--- src/rtl/sdram_probe_pkg.sv ---
// Shared types and constants for the SDRAM size probe and clear sequencer.
package sdram_probe_pkg;

  typedef enum logic [3:0] {
    S_IDLE, S_W2, S_W1, S_W0, S_WX, S_R2, S_R1, S_R0, S_FIN, S_CLR, S_DONE
  } state_e;

  typedef enum logic [1:0] {I_IDLE, I_STB, I_HOLD, I_WAIT} iss_e;

  localparam logic [15:0] MARK0 = 16'd1032;
  localparam logic [15:0] MARK1 = 16'd2064;
  localparam logic [15:0] MARK2 = 16'd3128;
  localparam logic [15:0] MARKX = 16'd12345;

  localparam logic [31:0] ADDR0 = 32'h000_0000;
  localparam logic [31:0] ADDRX = 32'h100_0000;
  localparam logic [31:0] ADDR1 = 32'h200_0000;
  localparam logic [31:0] ADDR2 = 32'h400_0000;

  localparam int CFG_OK0 = 0;
  localparam int CFG_OK1 = 1;
  localparam int CFG_OK2 = 2;
  localparam int CFG_VLD = 15;

  // Largest marker that read back intact bounds the populated range.
  function automatic logic [31:0] size_top(input logic [15:0] cfg);
    if (cfg[CFG_OK2])      return ADDR2;
    else if (cfg[CFG_OK1]) return ADDR1;
    else if (cfg[CFG_OK0]) return ADDRX;
    else                   return 32'h0;
  endfunction

endpackage

--- src/rtl/sdram_probe_if.sv ---
// SDRAM command port: master is the probe sequencer, slave the SDRAM controller.
interface sdram_probe_if #(
  parameter int ADDR_W = 27,
  parameter int DATA_W = 16
);
  logic [ADDR_W-1:0] mem_addr;
  logic [DATA_W-1:0] mem_din;
  logic [DATA_W-1:0] mem_dout;
  logic              mem_we;
  logic              mem_rd;
  logic              mem_ready;

  modport master (output mem_addr, mem_din, mem_we, mem_rd, input mem_ready, mem_dout);
  modport slave  (input mem_addr, mem_din, mem_we, mem_rd, output mem_ready, mem_dout);
endinterface

--- src/rtl/sdram_cmd_issuer.sv ---
// One-command-at-a-time strobe / hold / wait handshake with a throttle gap counter.
module sdram_cmd_issuer
  import sdram_probe_pkg::*;
#(
  parameter int ADDR_W  = 27,
  parameter int DATA_W  = 16,
  parameter int CLR_GAP = 32
) (
  input  logic              clk_sys,
  input  logic              rst_n,
  sdram_probe_if.master     mem,
  input  logic              req_i,
  input  logic              is_read_i,
  input  logic              throttle_i,
  input  logic              gap_en_i,
  input  logic [ADDR_W-1:0] addr_i,
  input  logic [DATA_W-1:0] din_i,
  output logic              ack_o
);
  localparam int GW = (CLR_GAP > 1) ? $clog2(CLR_GAP) : 1;

  iss_e              st_q, st_d;
  logic [GW-1:0]     gap_q, gap_d;
  logic              pend_q, pend_d;
  logic              we_q, rd_q;
  logic [ADDR_W-1:0] addr_q;
  logic [DATA_W-1:0] din_q;
  logic              wrap, go;

  assign wrap  = gap_en_i && (gap_q == GW'(CLR_GAP - 1));
  // A throttled command waits for a wrap, or for readiness after a missed wrap.
  assign go    = (st_q == I_IDLE) && req_i && mem.mem_ready && (!throttle_i || wrap || pend_q);
  assign ack_o = (st_q == I_WAIT) && mem.mem_ready;

  always_comb begin
    st_d   = st_q;
    gap_d  = '0;
    pend_d = 1'b0;
    case (st_q)
      I_IDLE:  if (go) st_d = I_STB;
      I_STB:   st_d = I_HOLD;
      I_HOLD:  st_d = I_WAIT;
      I_WAIT:  if (mem.mem_ready) st_d = I_IDLE;
      default: st_d = I_IDLE;
    endcase
    if (gap_en_i) begin
      gap_d  = ((go && throttle_i) || wrap) ? '0 : gap_q + 1'b1;
      pend_d = (go && throttle_i) ? 1'b0 : (pend_q || wrap);
    end
  end

  always_ff @(posedge clk_sys or negedge rst_n) begin
    if (!rst_n) begin
      st_q   <= I_IDLE;
      gap_q  <= '0;
      pend_q <= 1'b0;
      we_q   <= 1'b0;
      rd_q   <= 1'b0;
      addr_q <= '0;
      din_q  <= '0;
    end else begin
      st_q   <= st_d;
      gap_q  <= gap_d;
      pend_q <= pend_d;
      we_q   <= go && !is_read_i;
      rd_q   <= go && is_read_i;
      if (go) begin
        addr_q <= addr_i;
        din_q  <= din_i;
      end
    end
  end

  assign mem.mem_we   = we_q;
  assign mem.mem_rd   = rd_q;
  assign mem.mem_addr = addr_q;
  assign mem.mem_din  = din_q;

endmodule

--- src/rtl/sdram_probe_ctrl.sv ---
// Power-up SDRAM size probe followed by a throttled zero-fill of the detected range.
// Define SDRAM_PROBE_VERIFY_EN to read back every clear write and flag the first bad address.
module sdram_probe_ctrl
  import sdram_probe_pkg::*;
#(
  parameter int                ADDR_W  = 27,
  parameter int                DATA_W  = 16,
  parameter int                CLR_GAP = 32,
  parameter logic [DATA_W-1:0] M0      = DATA_W'(MARK0),
  parameter logic [DATA_W-1:0] M1      = DATA_W'(MARK1),
  parameter logic [DATA_W-1:0] M2      = DATA_W'(MARK2),
  parameter logic [DATA_W-1:0] MX      = DATA_W'(MARKX)
) (
  input  logic              clk_sys,
  input  logic              reset_n,
  input  logic              start,
  sdram_probe_if.master     mem,
  output logic [15:0]       cfg,
  output logic              clr_busy,
  output logic              clr_done
`ifdef SDRAM_PROBE_VERIFY_EN
  ,
  output logic              err,
  output logic [ADDR_W-1:0] err_addr
`endif
);
  logic [1:0] rst_sync_q;
  logic       rst_n;

  always_ff @(posedge clk_sys or negedge reset_n) begin
    if (!reset_n) rst_sync_q <= '0;
    else          rst_sync_q <= {rst_sync_q[0], 1'b1};
  end
  assign rst_n = rst_sync_q[1];

  state_e            st_q, st_d;
  logic [15:0]       cfg_q, cfg_d;
  logic [ADDR_W-1:0] clr_addr_q, clr_addr_d, top_q, top_d;
  logic              done_q, done_d;
  logic              req, is_rd, ack, adv, throttle;
  logic [ADDR_W-1:0] addr;
  logic [DATA_W-1:0] din;

`ifdef SDRAM_PROBE_VERIFY_EN
  logic              vrd_q, vrd_d, err_q, err_d;
  logic [ADDR_W-1:0] err_addr_q, err_addr_d;
  assign throttle = (st_q == S_CLR) && !vrd_q;
`else
  assign throttle = (st_q == S_CLR);
`endif

  sdram_cmd_issuer #(.ADDR_W(ADDR_W), .DATA_W(DATA_W), .CLR_GAP(CLR_GAP)) u_iss (
    .clk_sys   (clk_sys),
    .rst_n     (rst_n),
    .mem       (mem),
    .req_i     (req),
    .is_read_i (is_rd),
    .throttle_i(throttle),
    .gap_en_i  (st_q == S_CLR),
    .addr_i    (addr),
    .din_i     (din),
    .ack_o     (ack)
  );

  always_comb begin
    st_d       = st_q;
    cfg_d      = cfg_q;
    clr_addr_d = clr_addr_q;
    top_d      = top_q;
    done_d     = done_q;
    req        = 1'b0;
    is_rd      = 1'b0;
    addr       = '0;
    din        = '0;
    adv        = 1'b0;
`ifdef SDRAM_PROBE_VERIFY_EN
    vrd_d      = vrd_q;
    err_d      = err_q;
    err_addr_d = err_addr_q;
`endif
    case (st_q)
      S_IDLE: begin
        cfg_d = '0;
        if (start && mem.mem_ready) st_d = S_W2;
      end
      S_W2: begin req = 1'b1; addr = ADDR_W'(ADDR2); din = M2; if (ack) st_d = S_W1; end
      S_W1: begin req = 1'b1; addr = ADDR_W'(ADDR1); din = M1; if (ack) st_d = S_W0; end
      S_W0: begin req = 1'b1; addr = ADDR_W'(ADDR0); din = M0; if (ack) st_d = S_WX; end
      S_WX: begin req = 1'b1; addr = ADDR_W'(ADDRX); din = MX; if (ack) st_d = S_R2; end
      S_R2: begin
        req = 1'b1; is_rd = 1'b1; addr = ADDR_W'(ADDR2);
        if (ack) begin cfg_d[CFG_OK2] = (mem.mem_dout == M2); st_d = S_R1; end
      end
      S_R1: begin
        req = 1'b1; is_rd = 1'b1; addr = ADDR_W'(ADDR1);
        if (ack) begin cfg_d[CFG_OK1] = (mem.mem_dout == M1); st_d = S_R0; end
      end
      S_R0: begin
        req = 1'b1; is_rd = 1'b1; addr = ADDR_W'(ADDR0);
        if (ack) begin cfg_d[CFG_OK0] = (mem.mem_dout == M0); st_d = S_FIN; end
      end
      S_FIN: begin
        cfg_d[CFG_VLD] = 1'b1;
        top_d          = ADDR_W'(size_top(cfg_q));
        clr_addr_d     = '0;
        if (top_d == '0) begin done_d = 1'b1; st_d = S_DONE; end
        else             st_d = S_CLR;
      end
      S_CLR: begin
        req  = 1'b1;
        addr = clr_addr_q;
`ifdef SDRAM_PROBE_VERIFY_EN
        is_rd = vrd_q;
        adv   = ack && vrd_q;
        if (ack) vrd_d = !vrd_q;
        if (adv && (mem.mem_dout != '0) && !err_q) begin
          err_d      = 1'b1;
          err_addr_d = clr_addr_q;
        end
`else
        adv = ack;
`endif
        if (adv) begin
          if (clr_addr_q == top_q - 1'b1) begin done_d = 1'b1; st_d = S_DONE; end
          else clr_addr_d = clr_addr_q + 1'b1;
        end
      end
      S_DONE:  st_d = S_DONE;
      default: st_d = S_IDLE;
    endcase
  end

  always_ff @(posedge clk_sys or negedge rst_n) begin
    if (!rst_n) begin
      st_q       <= S_IDLE;
      cfg_q      <= '0;
      clr_addr_q <= '0;
      top_q      <= '0;
      done_q     <= 1'b0;
    end else begin
      st_q       <= st_d;
      cfg_q      <= cfg_d;
      clr_addr_q <= clr_addr_d;
      top_q      <= top_d;
      done_q     <= done_d;
    end
  end

`ifdef SDRAM_PROBE_VERIFY_EN
  always_ff @(posedge clk_sys or negedge rst_n) begin
    if (!rst_n) begin
      vrd_q      <= 1'b0;
      err_q      <= 1'b0;
      err_addr_q <= '0;
    end else begin
      vrd_q      <= vrd_d;
      err_q      <= err_d;
      err_addr_q <= err_addr_d;
    end
  end
  assign err      = err_q;
  assign err_addr = err_addr_q;
`endif

  assign cfg      = cfg_q;
  assign clr_busy = (st_q == S_CLR);
  assign clr_done = done_q;

endmodule

--- src/flat_wrapper.sv ---
// flat-port wrapper written by rule: the top's interface ports become plain ports
module sdram_probe_ctrl_flat import sdram_probe_pkg::*;
#(
  parameter int                ADDR_W  = 27,
  parameter int                DATA_W  = 16,
  parameter int                CLR_GAP = 32,
  parameter logic [DATA_W-1:0] M0      = DATA_W'(MARK0),
  parameter logic [DATA_W-1:0] M1      = DATA_W'(MARK1),
  parameter logic [DATA_W-1:0] M2      = DATA_W'(MARK2),
  parameter logic [DATA_W-1:0] MX      = DATA_W'(MARKX)
)
  (clk_sys, reset_n, start, cfg, clr_busy, clr_done, mem_mem_addr, mem_mem_din, mem_mem_we, mem_mem_rd, mem_mem_ready, mem_mem_dout);
  sdram_probe_if #(.ADDR_W(ADDR_W), .DATA_W(DATA_W)) mem_i ();
  input  logic clk_sys;
  input  logic reset_n;
  input  logic start;
  output logic [15:0] cfg;
  output logic clr_busy;
  output logic clr_done;
  output wire logic [$bits(mem_i.mem_addr)-1:0] mem_mem_addr;
  output wire logic [$bits(mem_i.mem_din)-1:0] mem_mem_din;
  output wire logic [$bits(mem_i.mem_we)-1:0] mem_mem_we;
  output wire logic [$bits(mem_i.mem_rd)-1:0] mem_mem_rd;
  input wire logic [$bits(mem_i.mem_ready)-1:0] mem_mem_ready;
  input wire logic [$bits(mem_i.mem_dout)-1:0] mem_mem_dout;
  assign mem_mem_addr = mem_i.mem_addr;
  assign mem_mem_din = mem_i.mem_din;
  assign mem_mem_we = mem_i.mem_we;
  assign mem_mem_rd = mem_i.mem_rd;
  assign mem_i.mem_ready = mem_mem_ready;
  assign mem_i.mem_dout = mem_mem_dout;
  sdram_probe_ctrl #(.ADDR_W(ADDR_W), .DATA_W(DATA_W), .CLR_GAP(CLR_GAP), .M0(M0), .M1(M1), .M2(M2), .MX(MX)) u_core (.clk_sys(clk_sys), .reset_n(reset_n), .start(start), .mem(mem_i), .cfg(cfg), .clr_busy(clr_busy), .clr_done(clr_done));
endmodule
--- config.mk ---
export PLATFORM = sky130hd
export DESIGN_NAME = sdram_probe_ctrl_flat
export DESIGN_NICKNAME = d
export VERILOG_FILES = /design/src/rtl/sdram_probe_pkg.sv /design/src/rtl/sdram_probe_if.sv /design/src/rtl/sdram_cmd_issuer.sv /design/src/rtl/sdram_probe_ctrl.sv /design/src/flat_wrapper.sv
export SDC_FILE = /design/constraint.sdc
export NUM_CORES = 1
export LEC_CHECK = 0
export ABC_CLOCK_PERIOD_IN_PS = 8160
export BUFFER_PORTS_ARGS = -buffer_cell sky130_fd_sc_hd__buf_2
export CORE_ASPECT_RATIO = 0.8
export CORE_MARGIN = 10
export CORE_UTILIZATION = 50
export DETAILED_ROUTE_END_ITERATION = 8
export PLACE_DENSITY = 0.72
export SLEW_MARGIN = 30
export SYNTH_ARGS = -nofsm -noshare
export SYNTH_HDL_FRONTEND = slang
export SYNTH_HIERARCHICAL = 1
export SYNTH_SLANG_ARGS = --single-unit
export TNS_END_PERCENT = 1
--- constraint.sdc ---
create_clock -name clk_sys -period 8.16 [get_ports clk_sys]
set_clock_uncertainty 0.2 [all_clocks]
set_input_delay 1.632 -clock clk_sys [delete_from_list [all_inputs] [get_ports clk_sys]]
set_output_delay 1.632 -clock clk_sys [all_outputs]
set_load 0.05 [all_outputs]
==> run_results.csv <==
group,metric,value,unit
timing,tns,0,ps
worst_setup_path,cp_data_arrival_time,3860,ps
place,dp.cells,662,
clocking,cts_tree,"yes",
worst_setup_path,startpoint_type,"input port",
run_status,outcome,"finished, final reports clean",
timing,setup_slack,4356,ps
die,io_pins,83,
drt,viasPerCell,5.593,
place,routabilityCongestion,0.8442,
layout,final-instance-count-excl-fill,678,
synthesis,synth_mux_area_frac,0.1312,
synthesis,yosys_most_used_dff,"dfrtp_1",
clocking,cts.clk_slew.worst_paths,70,ps
worst_setup_path,critical_path.max_fanout,14,
worst_hold_path,hold_class,"reg -> async",
global_routing,overflow,0,
drt,vias,3792,
die,dieWidth,133.3,microns
place,io_buffer_count,70,
layout,nets,565,
clocking,clock_latency,340,ps
flow_run,cap_violations,0,
layout,drive_above_1_share,0.2897,
synthesis,synthSimpleGateAreaFrac,0.2107,
synthesis,yosys.area_share.xor_xnor,0.02000,
global_routing,antenna_found_initial,0,
timing,tightest_slew,805.9,ps
die,start_util,0.5231,
synthesis,synthAdderAreaFrac,0.01951,
synthesis,synthesis.area,5131,sq um
worst_setup_path,cp_data_required_time,8220,ps
clocking,cts_inserted_buffers,9,
synthesis,ys_ff_latch,94,
die,die-area,14740,sq um
layout,syn_to_final_growth,12.61,%
power_and_ir_drop,power_density,287.3,nW/um^2
timing,finalCritPeriodShare,0.4662,
layout,final_common_cell,"dfrtp_1",
worst_setup_path,crit_path_end_kind,"flip-flop",
clocking,cts.path.max_buffers,2,
global_routing,grt_pass1_vias,3745,
timing,period_needed,3804,ps
layout,fillCellCount,797,
synthesis,seq_area_frac_synth,0.4584,
global_routing,grt_max_degree,50,
layout,regArea,2356,sq um
layout,multi_input_area,2526,sq um
synthesis,avgSynthCellArea,10.96,sq um
synthesis,yosys_warnings,6,
clocking,root_buffer,"clkbuf_16",
global_routing,grt.total_usage,0.1518,
drt,final_antenna_net_count,0,
power_and_ir_drop,power.leakage,2.711,nW
worst_setup_path,worstSetupPathType,"in -> reg",
die,core_area,9809,sq um
die,rows,32,
synthesis,ys_types,63,
layout,diodes,0,
timing,rsz0062_at_grt,"no",
clocking,cts_resized,0,
drt,drc,0,
timing,maxSlewHeadroom,0.4628,
clocking,clock-sinks,94,
timing,finalHoldViolations,0,
clocking,ctsHoldBuffers,0,
drt,drt-total-wl,11460,microns
power_and_ir_drop,finalPower,1.660,mW
clocking,post_cts_buffers,0,
timing,max_freq,262.9,MHz
place,placed_cell_area,5454,sq um
layout,layout_common_cells,"dfrtp_1 (93), buf_2 (70), nand2_1 (39), mux2_4 (39), and2_1 (27)",
drt,post_drt_wl_per_cell,16.90,microns
place,dp_hpwl,8106,microns
power_and_ir_drop,ir_worst_vdd,0.0001231,V
synthesis,synth_compound_area_frac,0.09266,
synthesis,synth_edf_count,0,
timing,setup_violations,0,
global_routing,grt_pass1_wl,19000,microns
clocking,cts.htree.levels,3,
synthesis,synthCells,468,
drt,drtPass1Iterations,7,
die,die_h,110.6,microns
timing,slew_viol_final,0,
synthesis,async_reset_ff_frac,1.000,
synthesis,synth_top_family_by_area,"simple AND/OR/NAND/NOR gates",
drt,drt_iter0_drc,327,
place,post-place-ws,3731,ps
layout,final_area,5778,sq um
cells by family (layout without fill, tap and decap cells):
group / after synthesis / in the layout
AOI/OAI and AO/OA: 72 / 72
xor gates and xnor gates: 10 / 10
adders and majority gates: 8 / 8
buffers and inverters: 45 / 100
DFF: 94 / 94
muxes: 47 / 47
other: 2 / 21
and+or+nand+nor: 190 / 190
path summary, 6_finish.rpt:
| path | start | endpoint | slack, ps | cells past startpoint |
|---|---|---|---|---|
| worst max-delay path | mem_mem_ready | u_core/clr_addr_q[14] | 4360 | 7 |
| worst min-delay path | u_core/rst_sync_q[1] | u_core/u_iss/mem.mem_addr[14] | 120 | 0 |
| worst max register to register | u_core/st_q[3] | u_core/u_iss/mem.mem_din[13] | 4740 | 7 |
| worst min register to register | u_core/rst_sync_q[1] | u_core/u_iss/mem.mem_addr[14] | 120 | 0 |
| max in group asynchronous | u_core/rst_sync_q[1] | u_core/st_q[3] | 6590 | 1 |
| min in group clk_sys | u_core/rst_sync_q[0] | u_core/rst_sync_q[1] | 160 | 0 |
layer usage:
layer | share of wire | up-vias | track usage
met5 | 0 | - | 0
met1 | 0.46 | 1841 | 0.2094
met2 | 0.46 | 143 | 0.2283
met4 | 0.010 | 0 | 0.04320
li1 | - | 1797 | -
met3 | 0.066 | 11 | 0.04024
critical path, cell delays in order:
cell	delay, ps
buf_2	120
and2_1	300
and2b_2	280
nor3_4	490
o311ai_4	290
or4_2	590
a21oi_1	160
synth_stat cells (3+ instances only):
cell type,count,area (sq um)
a21oi_1,24,120.1
a31oi_1,4,25.02
and2_1,27,168.9
and3_1,4,25.02
and4_1,4,35.03
buf_12,5,100.1
buf_2,3,15.01
buf_4,12,90.09
clkbuf_1,9,33.78
dfrtp_1,94,2352
ha_1,8,100.1
inv_1,11,41.29
mux2_2,6,67.56
mux2_4,39,585.6
nand2_1,39,146.4
nand2b_1,4,25.02
nand3_1,21,105.1
nand4_1,8,50.05
nor2_1,24,90.09
nor3_1,11,55.05
nor4_1,9,56.30
o21ai_0,20,100.1
o31ai_1,5,37.54
or2_2,3,18.77
or3_1,10,62.56
or3_2,3,22.52
or4_1,7,52.55
or4_2,3,26.28
xnor2_1,7,61.31
cell type report:
type                       count  share of cell area
clock buffer                  12             0.04439
multi-input combinational    348              0.4372
timing repair buffer          73             0.06453
inverter                      11            0.007146
tap                          136             0.02945
clock inverter                 4            0.009528
sequential                    94              0.4078
per-stage QoR:
stage	hold WS [ps]	utilization
2_1_floorplan	131.2	-
3_3_place_gp	133.1	0.5560
3_5_place_dp	142.6	0.5560
4_1_cts	152.7	0.5878
5_1_grt	169.2	0.5890
6_report	116.7	0.5890
report_power, final:
part	switching [mW]	internal, mW
Clock	0.174	0.255
Combinational	0.389	0.214
Sequential	0.0873	0.541
registers in the layout, summed over array words and instances, names as in the netlist:
register	count
u_core/clr_addr_q	27
u_core/u_iss/mem.mem_addr	27
u_core/u_iss/mem.mem_din	16
u_core/u_iss/gap_q	5
u_core/cfg	4
u_core/st_q	4
u_core/top_q	3
u_core/rst_sync_q	2
u_core/u_iss/st_q	2
u_core/clr_done	1
u_core/u_iss/mem.mem_rd	1
u_core/u_iss/mem.mem_we	1
u_core/u_iss/pend_q	1
(Power assumes the default switching activity.)
